`src/rtl/hs_chk_pkg.sv`:
```
// Shared types and helpers for the multi-channel req/gnt latency checker.
package hs_chk_pkg;

  typedef enum logic [2:0] {
    ERR_NONE    = 3'd0,
    ERR_EARLY   = 3'd1,
    ERR_TIMEOUT = 3'd2,
    ERR_OVERLAP = 3'd3,
    ERR_SPUR    = 3'd4
  } err_code_e;

  typedef enum logic {
    IDLE = 1'b0,
    WAIT = 1'b1
  } chan_state_e;

  // Increments are at most NUM_CH per cycle, so the 64-bit sum cannot overflow.
  function automatic longint unsigned sat_add(input longint unsigned acc,
                                              input longint unsigned inc,
                                              input longint unsigned max_val);
    longint unsigned sum;
    sum = acc + inc;
    return (sum > max_val) ? max_val : sum;
  endfunction

endpackage

```
`src/rtl/hs_chk_chan.sv`:
```
// One req/gnt channel: IDLE/WAIT FSM with latency counter and registered verdicts.
// With HS_CHK_STATS_EN defined, also exports the latency of the current pass pulse.
module hs_chk_chan
  import hs_chk_pkg::*;
#(
  parameter int MIN_LAT = 3,
  parameter int MAX_LAT = 3,
  parameter int LAT_W   = $clog2(MAX_LAT + 1)
) (
  input  logic      clk,
  input  logic      rst_n,
  input  logic      i_enable,
  input  logic      i_req,
  input  logic      i_gnt,
  output logic      o_pass,
  output logic      o_err,
  output err_code_e o_err_code
`ifdef HS_CHK_STATS_EN
  ,
  output logic [LAT_W-1:0] o_pass_lat
`endif
);

  localparam logic [LAT_W-1:0] LAT_MIN = LAT_W'(MIN_LAT);
  localparam logic [LAT_W-1:0] LAT_MAX = LAT_W'(MAX_LAT);

  chan_state_e      r_state, w_state_nxt;
  logic [LAT_W-1:0] r_lat, w_lat_nxt;
  logic             w_pass_nxt, w_err_nxt, w_done;
  err_code_e        w_code_nxt;

  // A check completes on a grant or when the window closes without one.
  assign w_done = (r_state == WAIT) && (i_gnt || (r_lat == LAT_MAX));

  // NOTE: sequential state uses <= so every flop samples pre-edge values.
  always_ff @(posedge clk or negedge rst_n) begin
    if (!rst_n) begin
      r_state <= IDLE;
      r_lat   <= '0;
    end else begin
      r_state <= w_state_nxt;
      r_lat   <= w_lat_nxt;
    end
  end

  // NOTE: defaults first in every always_comb so no path infers a latch.
  always_comb begin
    w_state_nxt = r_state;
    w_lat_nxt   = r_lat;
    if (!i_enable) begin
      w_state_nxt = IDLE;
      w_lat_nxt   = '0;
    end else begin
      case (r_state)
        IDLE: begin
          w_state_nxt = i_req ? WAIT : IDLE;
          w_lat_nxt   = i_req ? LAT_W'(1) : '0;
        end
        WAIT: begin
          if (w_done) begin
            w_state_nxt = i_req ? WAIT : IDLE;
            w_lat_nxt   = i_req ? LAT_W'(1) : '0;
          end else begin
            w_lat_nxt   = r_lat + LAT_W'(1);
          end
        end
        default: begin
          w_state_nxt = IDLE;
          w_lat_nxt   = '0;
        end
      endcase
    end
  end

  // Branch order gives EARLY > TIMEOUT > OVERLAP; SPUR only arises in IDLE.
  always_comb begin
    w_pass_nxt = 1'b0;
    w_err_nxt  = 1'b0;
    w_code_nxt = ERR_NONE;
    if (i_enable) begin
      case (r_state)
        IDLE: begin
          if (i_gnt) begin
            w_err_nxt  = 1'b1;
            w_code_nxt = ERR_SPUR;
          end
        end
        WAIT: begin
          if (i_gnt) begin
            if (r_lat < LAT_MIN) begin
              w_err_nxt  = 1'b1;
              w_code_nxt = ERR_EARLY;
            end else begin
              w_pass_nxt = 1'b1;
            end
          end else if (r_lat == LAT_MAX) begin
            w_err_nxt  = 1'b1;
            w_code_nxt = ERR_TIMEOUT;
          end else if (i_req) begin
            w_err_nxt  = 1'b1;
            w_code_nxt = ERR_OVERLAP;
          end
        end
        default: ;
      endcase
    end
  end

  always_ff @(posedge clk or negedge rst_n) begin
    if (!rst_n) begin
      o_pass     <= 1'b0;
      o_err      <= 1'b0;
      o_err_code <= ERR_NONE;
`ifdef HS_CHK_STATS_EN
      o_pass_lat <= '0;
`endif
    end else begin
      o_pass <= w_pass_nxt;
      o_err  <= w_err_nxt;
      if (w_err_nxt) o_err_code <= w_code_nxt;
`ifdef HS_CHK_STATS_EN
      if (w_pass_nxt) o_pass_lat <= r_lat;
`endif
    end
  end

endmodule

```
`config.mk`:
```
export PLATFORM = sky130hd
export DESIGN_NAME = hs_chk_chan
export DESIGN_NICKNAME = d
export VERILOG_FILES = /design/src/rtl/hs_chk_pkg.sv /design/src/rtl/hs_chk_chan.sv
export SDC_FILE = /design/constraint.sdc
export NUM_CORES = 1
export LEC_CHECK = 0
export CAP_MARGIN = 20
export CORE_AREA = 2 2 39 41
export DETAILED_ROUTE_END_ITERATION = 6
export DIE_AREA = 0 0 41 43
export MAX_ROUTING_LAYER = met4
export SYNTH_ARGS = -nofsm -noshare
export SYNTH_HDL_FRONTEND = slang
export SYNTH_SLANG_ARGS = --single-unit
```
`constraint.sdc`:
```
create_clock -name clk -period 1.6 [get_ports clk]
set_input_delay 0.24 -clock clk [delete_from_list [all_inputs] [get_ports clk]]
set_output_delay 0.24 -clock clk [all_outputs]
set_load 0.02 [all_outputs]
```
=== Yosys cells after proc, flatten, opt, wreduce, memory -nomap -nowiden ===
Cells that the tools add are included.

* Bits in registers: 8

* Eq/ne operators: 1
* Bitwise logic cells: 1
* Reductions and logical operators: 2
* Order comparisons: 1
* Add/subtract/negate cells: 1
* Muxes and demuxes: 25

{| class="wikitable"
|+ Operators with widths
! kind !! count
|-
| 2-to-1 mux 1 bit || 14
|-
| 2-to-1 mux 3 bit || 3
|-
| 2-to-1 mux 2 bit || 4
|-
| case mux 3 bit (2 select lines) || 1
|-
| case mux 1 bit (2 select lines) || 2
|-
| case mux 2 bit (2 select lines) || 1
|-
| adder 2 x 1 -> 2 bit (second input constant) || 1
|-
| == test 2 bit (second input constant) || 1
|-
| less-than comparator 2 bit (second input constant) || 1
|-
| logical AND 1 bit || 1
|-
| logical OR 1 bit || 1
|-
| NOT 1 bit || 1
|}

=== Longest topological paths before layout ===
* Depth in word-level cells: 6
* Gate-level depth with buffers: 4
* Gate-level depth less buffers: 4

=== Worst setup path after synthesis ===
OpenSTA, ideal clock, no wires.

* Path kind: flip-flop to flip-flop
* Start point: register r_lat[0]
* End point: register o_err_code[1]
* Required time: 1477 ps
* Period minus slack after synthesis: 1279 ps
* Path slack: 321 ps
* Data arrival time: 1156 ps
* Setup time: 123 ps
* Stages on the path, launching flop included: 5
* Path buffers: 0
* Cells stage by stage: dfrtp_1 ha_1 or2_2 a31oi_1 o2bb2ai_1

* Longest elaborated chain between the ends: 5

{| class="wikitable"
|+ RTL lines
! element !! line !! source
|-
| from (decl) || hs_chk_chan.sv:28 || <nowiki>logic [LAT_W-1:0] r_lat, w_lat_nxt;</nowiki>
|-
| from (signal assigned) || hs_chk_chan.sv:42 || <nowiki>r_lat <= w_lat_nxt;</nowiki>
|-
| less-than comparator 2 bit or == test 2 bit (tied branches) || hs_chk_chan.sv:90, hs_chk_chan.sv:96 ||
|-
| 2-to-1 mux 1 bit, or another cell as far along || hs_chk_chan.sv:90 || <nowiki>if (r_lat < LAT_MIN) begin</nowiki>
|-
| 2-to-1 mux 1 bit or 2-to-1 mux 3 bit (tied branches) || hs_chk_chan.sv:89 || <nowiki>if (i_gnt) begin</nowiki>
|-
| case mux 1 bit (2 select lines) or case mux 3 bit (2 select lines) (tied branches) || hs_chk_chan.sv:81 || <nowiki>case (r_state)</nowiki>
|-
| 2-to-1 mux 1 bit or 2-to-1 mux 3 bit (tied branches) || hs_chk_chan.sv:80 || <nowiki>if (i_enable) begin</nowiki>
|-
| to (signal assigned) || hs_chk_chan.sv:120 || <nowiki>if (w_err_nxt) o_err_code <= w_code_nxt;</nowiki>
|-
| to (decl) || hs_chk_chan.sv:17 || <nowiki>output err_code_e o_err_code</nowiki>
|}

Parallel ways exist; a longest one is shown, timed or not.
A chain may end at the register's enable or synchronous reset.

=== Worst setup path in the final report ===
* Start point: register o_err_code[0]
* End point: output port o_err_code[0]

No word-level cell between the ends.

==> impl_summary.log <==
[metrics] outcome: finished, final reports clean
[metrics] Total Wirelength: 796 um
[metrics] power per unit of standard cell area: 981 nW/um^2
[metrics] maximum clock rate: 0.671 GHz
[metrics] root cell of the clock tree: sky130_fd_sc_hd__clkbuf_4
[metrics] Worst Path Class, Setup: flop to primary output
[metrics] category of the worst setup path launch point: flop
[metrics] switching power: 141 uW
[metrics] final hold viol count: 0
[metrics] Worst Setup EP: o_err_code[0]
[metrics] mean routed wirelength per cell: 12.2 um
[metrics] final weighted congestion in routability-driven placement: 0.799
[metrics] via density per instance: 5.03
[metrics] synthesized area divided by synthesized cell count: 9.82 sq um
[metrics] endpoint kind of the worst setup timing path: primary output
[metrics] synthesized instance count: 39
[metrics] Seq cells post-synth: 8
[metrics] first-pass GRT wire length: 1.35 mm
[metrics] # nets final: 57
[metrics] worst supply voltage drop on vdd: 0.396 mV
[metrics] library cell occupying the most area in the post-synthesis netlist: sky130_fd_sc_hd__dfrtp_1
[metrics] via count of the first global-routing pass: 293
[metrics] CP cell instances: clkdlybuf4s50_1
[metrics] cell family with the largest share of critical-path delay: buffers and inverters
[metrics] CTS tree: built
[metrics] maximum fanout along the worst path: 4
[metrics] maximum clock path buffer count: 2
[metrics] Slew Viols, Final: 0
[metrics] Critical path buffers and inverters: 1
[metrics] total of warnings raised by yosys: 0
[metrics] setup repair after global routing missed its margin: no
[metrics] number of clock sinks: 8
[metrics] post-route antenna net violation count: 0
[metrics] ratio of cells with drive above 1 in the final layout: 14.3%
[metrics] Final Instance Count excl. Fillers: 65
[metrics] static power due to leakage: 0.217 nW
[metrics] iteration count of the initial detailed-routing pass: 2
[metrics] worst setup path startpoint: o_err_code[0]
[metrics] worst hold margin: 0.251 ns
[metrics] core footprint: 1380 sq um
[metrics] H-tree levels: 1
[metrics] list of most frequent post-synthesis cells: sky130_fd_sc_hd__dfrtp_1, sky130_fd_sc_hd__a21oi_1, sky130_fd_sc_hd__nand2_1
[metrics] residual DRC count: 0
[metrics] standard cell with the maximum stage delay on the critical path: sky130_fd_sc_hd__clkdlybuf4s50_1
[metrics] Initial Utilization: 27.7%
[metrics] FFs w/ async S/R, synth: 100%
[metrics] number of unique standard cell types used by synthesis: 20
[metrics] cts repair resizes: 0
[metrics] stages on the worst setup path: 1
[metrics] overall die height: 43 um
[metrics] R2R Setup Slk: 0.20 ns
[metrics] Seq/Total Area, Yosys: 52.3%
[metrics] slew margin rel.: 75.4%
[metrics] share of Yosys cell area claimed by the top area cell type: 52.3%
[metrics] standard-cell rows: 14
[metrics] sum of negative setup slack: 0 ns
[metrics] reg-to-reg startpoint: r_lat[0]
[metrics] buffers inserted during post-CTS setup optimization: 0
[metrics] number of endpoints failing setup at the final stage: 0
[metrics] count of boundary I/O pins: 10
[metrics] Tightest Pin Transition: 0.368 ns
[metrics] post-route fraction of the period consumed by the critical path: 93.1%
[metrics] largest net degree at the start of global routing: 13
[metrics] hold-fix buffers at CTS: 0
[metrics] CTS clock-pin slew for the worst setup and hold paths: 0.06 ns
[metrics] clock latency at the later pin of the worst-skew pair: 0.27 ns
[metrics] time the worst path needs with I/O delays and setup: 1.49 ns
[metrics] combinational group share of total power: 19.2%
[metrics] DP Cell Count: 62
[metrics] reg-to-reg endpoint: o_err
[metrics] DPL Wire Length: 569 um
[metrics] post-synth net total: 45
[metrics] path depth of the worst reg2reg path: 4
[metrics] clock network power share: 33.6%
[metrics] biggest cell delay along the critical path: 0.61 ns
[metrics] Area contributors post-synth: sky130_fd_sc_hd__dfrtp_1, sky130_fd_sc_hd__a21oi_1, sky130_fd_sc_hd__nand2_1
[metrics] die boundary width: 41 um
[metrics] Num CTS Buffers: 3
[metrics] Mapped Area: 383 sq um
[metrics] most frequently used flop master after synthesis: sky130_fd_sc_hd__dfrtp_1
[metrics] sw frac: 28.5%
[metrics] cell with the most instances after synthesis: sky130_fd_sc_hd__dfrtp_1
[metrics] layout overhead on the synthesized area: 32.0%
[metrics] antenna diode count: 0
[metrics] power share of the sequential group: 47.2%
[metrics] skew final: 0.00468 ns
[metrics] antenna violations before repair: 0
[metrics] total vias in the final route: 327
[metrics] grt ovf: 0
[metrics] internal power contribution: 355 uW
[metrics] required time at the endpoint of the critical path: 1.36 ns
[metrics] signal arrival time at the worst endpoint: 1.25 ns
[metrics] Tightest Hold Check Type: primary input to asynchronous set/reset pin
[metrics] full die area: 1760 sq um
[metrics] Iteration-0 DRC Markers: 2
[metrics] GR Util All Layers: 12.7%
[metrics] I/O Buffers: 9
[metrics] MaxCap Viol Count: 0
[metrics] count of flip-flops with a built-in enable after synthesis: 0
==> layer usage <==
layer  wire length, um  track usage (%)  part of all wire [%]  vias up
met5                 0                -                     0        -
met4                44             14.0                   5.5        0
met3                42             3.14                   5.3        5
met2               326             15.9                    41       11
met1               383             14.7                    48      149
li1                  -                -                     -      162
==> worst min-delay path by stage <==
stage / startpoint / to / slack (ns) / depth (start not counted)
5_1_grt: rst_n / r_lat[1] / 0.29 / 1
3_5_place_dp: o_err_code[2] / o_err_code[2] / 0.52 / 1
4_1_cts: rst_n / r_lat[1] / 0.27 / 1
3_3_place_gp: o_err_code[1] / o_err_code[1] / 0.51 / 1
6_report: rst_n / r_lat[1] / 0.25 / 1
2_1_floorplan: rst_n / o_err / -0.06 / 0
==> power groups by stage <==
stage                     clock (mW)  combinational, mW  sequential, mW
final                          0.166             0.0954           0.234
after global routing           0.181              0.105           0.237
after CTS                      0.169             0.0964           0.234
after detailed placement           0             0.0960           0.238
after global placement             0             0.0950           0.237
after floorplan                    0             0.0372           0.248
==> registers in the layout (all words and copies together) (netlist names) <==
name / cells
o_err_code: 3
o_err: 1
r_state: 1
o_pass: 1
r_lat: 2
==> per-stage QoR <==
step | worst slack [ns] | power (mW) | instance area (sq um) | util [%]
floorplan | 0.321 | 0.286 | 383 | -
global placement | 0.139 | 0.332 | 483 | 34.9
detailed placement | 0.148 | 0.334 | 483 | 34.9
CTS | 0.0930 | 0.499 | 505 | 36.5
global route | 0.0559 | 0.522 | 505 | 36.5
finish | 0.111 | 0.496 | 505 | 36.5
==> cells by family after synthesis <==
family	synth area share, %
buf+inv	4.57
simple gates	17.0
fa+ha+maj	3.27
flops	52.3
compound gates	22.9
==> cell usage in the layout (no fill, tap or decap) <==
| cell | synthesis | final |
|---|---|---|
| sky130_fd_sc_hd__a21oi_1 | 6 | 6 |
| sky130_fd_sc_hd__nand3b_1 | 1 | 1 |
| sky130_fd_sc_hd__a31oi_1 | 1 | 1 |
| sky130_fd_sc_hd__and4_1 | 1 | 1 |
| sky130_fd_sc_hd__a22o_2 | 1 | 1 |
| sky130_fd_sc_hd__dfrtp_1 | 8 | 8 |
| sky130_fd_sc_hd__clkdlybuf4s50_1 | 0 | 9 |
| sky130_fd_sc_hd__o311ai_0 | 1 | 1 |
| sky130_fd_sc_hd__nor2_1 | 3 | 3 |
| sky130_fd_sc_hd__clkbuf_4 | 0 | 3 |
| sky130_fd_sc_hd__nor3_1 | 1 | 1 |
| sky130_fd_sc_hd__ha_1 | 1 | 1 |
| sky130_fd_sc_hd__o2bb2ai_1 | 1 | 1 |
| sky130_fd_sc_hd__a21bo_2 | 1 | 1 |
| sky130_fd_sc_hd__o21ai_0 | 1 | 1 |
| sky130_fd_sc_hd__inv_1 | 2 | 2 |
| sky130_fd_sc_hd__nand3_1 | 1 | 1 |
| sky130_fd_sc_hd__nand2_1 | 4 | 4 |
| sky130_fd_sc_hd__or2_2 | 2 | 2 |
| sky130_fd_sc_hd__a311oi_1 | 1 | 1 |
==> area by class of cell <==
| class | instances | area (sq um) |
|---|---|---|
| clock buffers | 3 | 22.5 |
| flip-flops and latches | 8 | 200 |
| well taps | 16 | 20.0 |
| inverters | 2 | 7.51 |
| repair buffers | 9 | 90.1 |
| fillers | 151 | 878 |
| multi-input cells | 27 | 165 |
Power figures use the tool's default switching activity.
==> RTL edit (same flow settings) <==
The option `HS_CHK_STATS_EN` is turned on by a define.
--- a/src/rtl/hs_chk_chan.sv
+++ b/src/rtl/hs_chk_chan.sv
@@ -2,2 +2,4 @@
 // With HS_CHK_STATS_EN defined, also exports the latency of the current pass pulse.
+`define HS_CHK_STATS_EN
+
 module hs_chk_chan
Check against the original RTL (old outputs only; new: o_pass_lat): equivalent (Yosys induction, for registers that start in step).
==> RTL edit against the original RTL <==
Synthesized cell count grew 18%; die area is the same; setup slack gained 0.0012 ns; via count grew 12%; power grew 10%; sequential cell count grew 2; area after synthesis grew 28%; cell area grew 22%; routed wire length grew 3.5%; clock power shrank 3%; non-clock buffer count grew 3.
==> RTL edit: results (changes against the original RTL) <==
GRT
  – Largest net degree at the start of global routing: 14 (was 13)
  – Initial antenna violation count: 0 (unchanged)
  – Total track usage: 0.129 (was 0.127)
  – First-pass GRT wire length: 1460 um (was 1350 um)
  – Vias in the first global route: 358 (was 293)

Critical path
  – CP max stage delay: 0.61 ns (about the same)
  – Reg2reg start: r_lat[0] (unchanged)
  – Reg-to-Reg End: o_err_code[1] (was o_err)
  – R2R depth: 4 (unchanged)
  – Setup slack, reg-to-reg: 0.26 ns (was 0.20 ns)
  – Crit-path slowest cell: clkdlybuf4s50_1 (unchanged)
  – Worst path arrival time: 1.25 ns (about the same)
  – Crit-path max FO: 3 (was 4)
  – Crit path max-delay family: buffers and inverters (unchanged)

Clocking
  – Clk slew on worst S/H paths: 0.06 ns (about the same)
  – Num CTS Buffers: 3 (unchanged)
  – CTS Buffer Depth: 2 (unchanged)
  – Skew-Pair Late Insertion Delay: 0.26 ns
  – Post-CTS sizing: 0 (unchanged)
  – H-Tree Depth: 1 (unchanged)
  – Post CTS Setup Buffer Count: 0 (unchanged)
  – Clock root cell: clkbuf_4 (unchanged)

Place
  – Placer congestion estimate: 0.801 (was 0.799)
  – DP Cell Count: 70 (was 62)
  – Post-DP HPWL: 619 um (was 569 um)
  – Buffers on Ports: 11 (was 9)

Logic synthesis
  – Mapped Avg Cell Area: 10.7 um^2 (was 9.82 um^2)
  – Fraction of registers with async set/reset: 1.00 (unchanged)
  – Synth cell count leaders: dfrtp_1 (10), a21oi_1 (6), nand2_1 (4) (was dfrtp_1 (8), a21oi_1 (6), nand2_1 (4))
  – Largest cells by area after synthesis: dfrtp_1 (51%), a21oi_1 (6.1%), buf_4 (4.6%) (was dfrtp_1 (52%), a21oi_1 (7.8%), nand2_1 (3.9%))
  – Syn Nets: 52 (was 45)
  – Ys flop type: dfrtp_1 (unchanged)
  – Distinct cells, synth: 23 (was 20)
  – Post-synthesis sequential area ratio: 0.510 (was 0.523)
  – Syn. warnings: 0 (unchanged)

Detailed routing
  – Routed wire per std cell: 11.3 um (was 12.2 um)
  – DR vias: 367 (was 327)
  – 1st-iter DRT viols: 0 (was 2)
  – TritonRoute pass-1 iters: 1 (was 2)

STA
  – WHS: 0.291 ns (was 0.251 ns)
  – Worst Tran Pin Value: 0.446 ns (was 0.368 ns)
  – Clock Skew: 0.00396 ns (was 0.00468 ns)
  – Slew Viols, Final: 0 (unchanged)

Finish
  – Top Registers: o_err_code x3, o_pass_lat x2, r_lat x2 (was o_err_code x3, r_lat x2)
  – Share of cells above drive strength 1: 0.158 (was 0.143)
  – Number of fill cells: 140 (was 151)
  – ANT cells: 0 (unchanged)
  – Nets@finish: 65 (was 57)
  – Finished Layout Cells: 73 (was 65)

Min path
  – Min-delay worst type: in -> async (unchanged)

Status
  – Status: completed (unchanged)

Power and ir drop
  – Leak pwr: 0.291 nW (was 0.217 nW)
  – Maximum vdd drop: 557 uV (was 396 uV)
-- RTL edit: cells by family (layout without fill, tap and decap cells) --
logic type,count (synthesis),count (layout),synth area share
buffers and inverters,7,18,0.0918
DFF,10,10,0.510
and+or+nand+nor,13,13,0.151
muxes,2,2,0.0459
AOI/OAI and AO/OA,13,13,0.176
adders and majority gates,1,1,0.0255
-- RTL edit: worst reg2reg max path, stage by stage (launching register included) --
cell	delay, ns
dfrtp_1	0.39
ha_1	0.31
or2_1	0.28
a31oi_1	0.17
o2bb2ai_1	0.08
-- RTL edit: routing by layer --
| layer | GRT usage | part of all wire |
|---|---|---|
| met1 | 0.159 | 0.46 |
| met2 | 0.163 | 0.47 |
| met3 | 0.0942 | 0.066 |
| met4 | 0.0400 | 0.0097 |
| met5 | - | 0 |
-- RTL edit: area by class of cell --
class                      instances  area, um^2  share of cell area
timing repair buffer              12         118               0.191
tap                               16        20.0              0.0325
multi-input combinational         29         195               0.316
clock buffer                       3        22.5              0.0365
inverter                           3        11.3              0.0183
sequential                        10         250               0.406
-- RTL edit: how the worst max path moves through the flow --
stage,to,depth (start not counted),from
after CTS,o_err_code[1],1,o_err_code[1]
after detailed placement,o_pass_lat[0],3,i_enable
after global routing,o_err_code[0],1,o_err_code[0]
after floorplan,o_err_code[1],5,r_lat[0]
final,o_err_code[1],1,o_err_code[1]
after global placement,o_pass_lat[1],3,i_enable
-- RTL edit: power by group --
group          internal [mW]  switching (mW)
combinational         0.0506          0.0485
sequential             0.270          0.0161
clock                 0.0862          0.0745
-- RTL edit: per-stage QoR --
step           area [um^2]  utilization  setup slack, ns
3_5_place_dp           594        0.429           0.0973
3_3_place_gp           594        0.429            0.121
6_report               617        0.446            0.112
5_1_grt                617        0.446           0.0689
4_1_cts                617        0.446           0.0999
2_1_floorplan          490            -            0.328
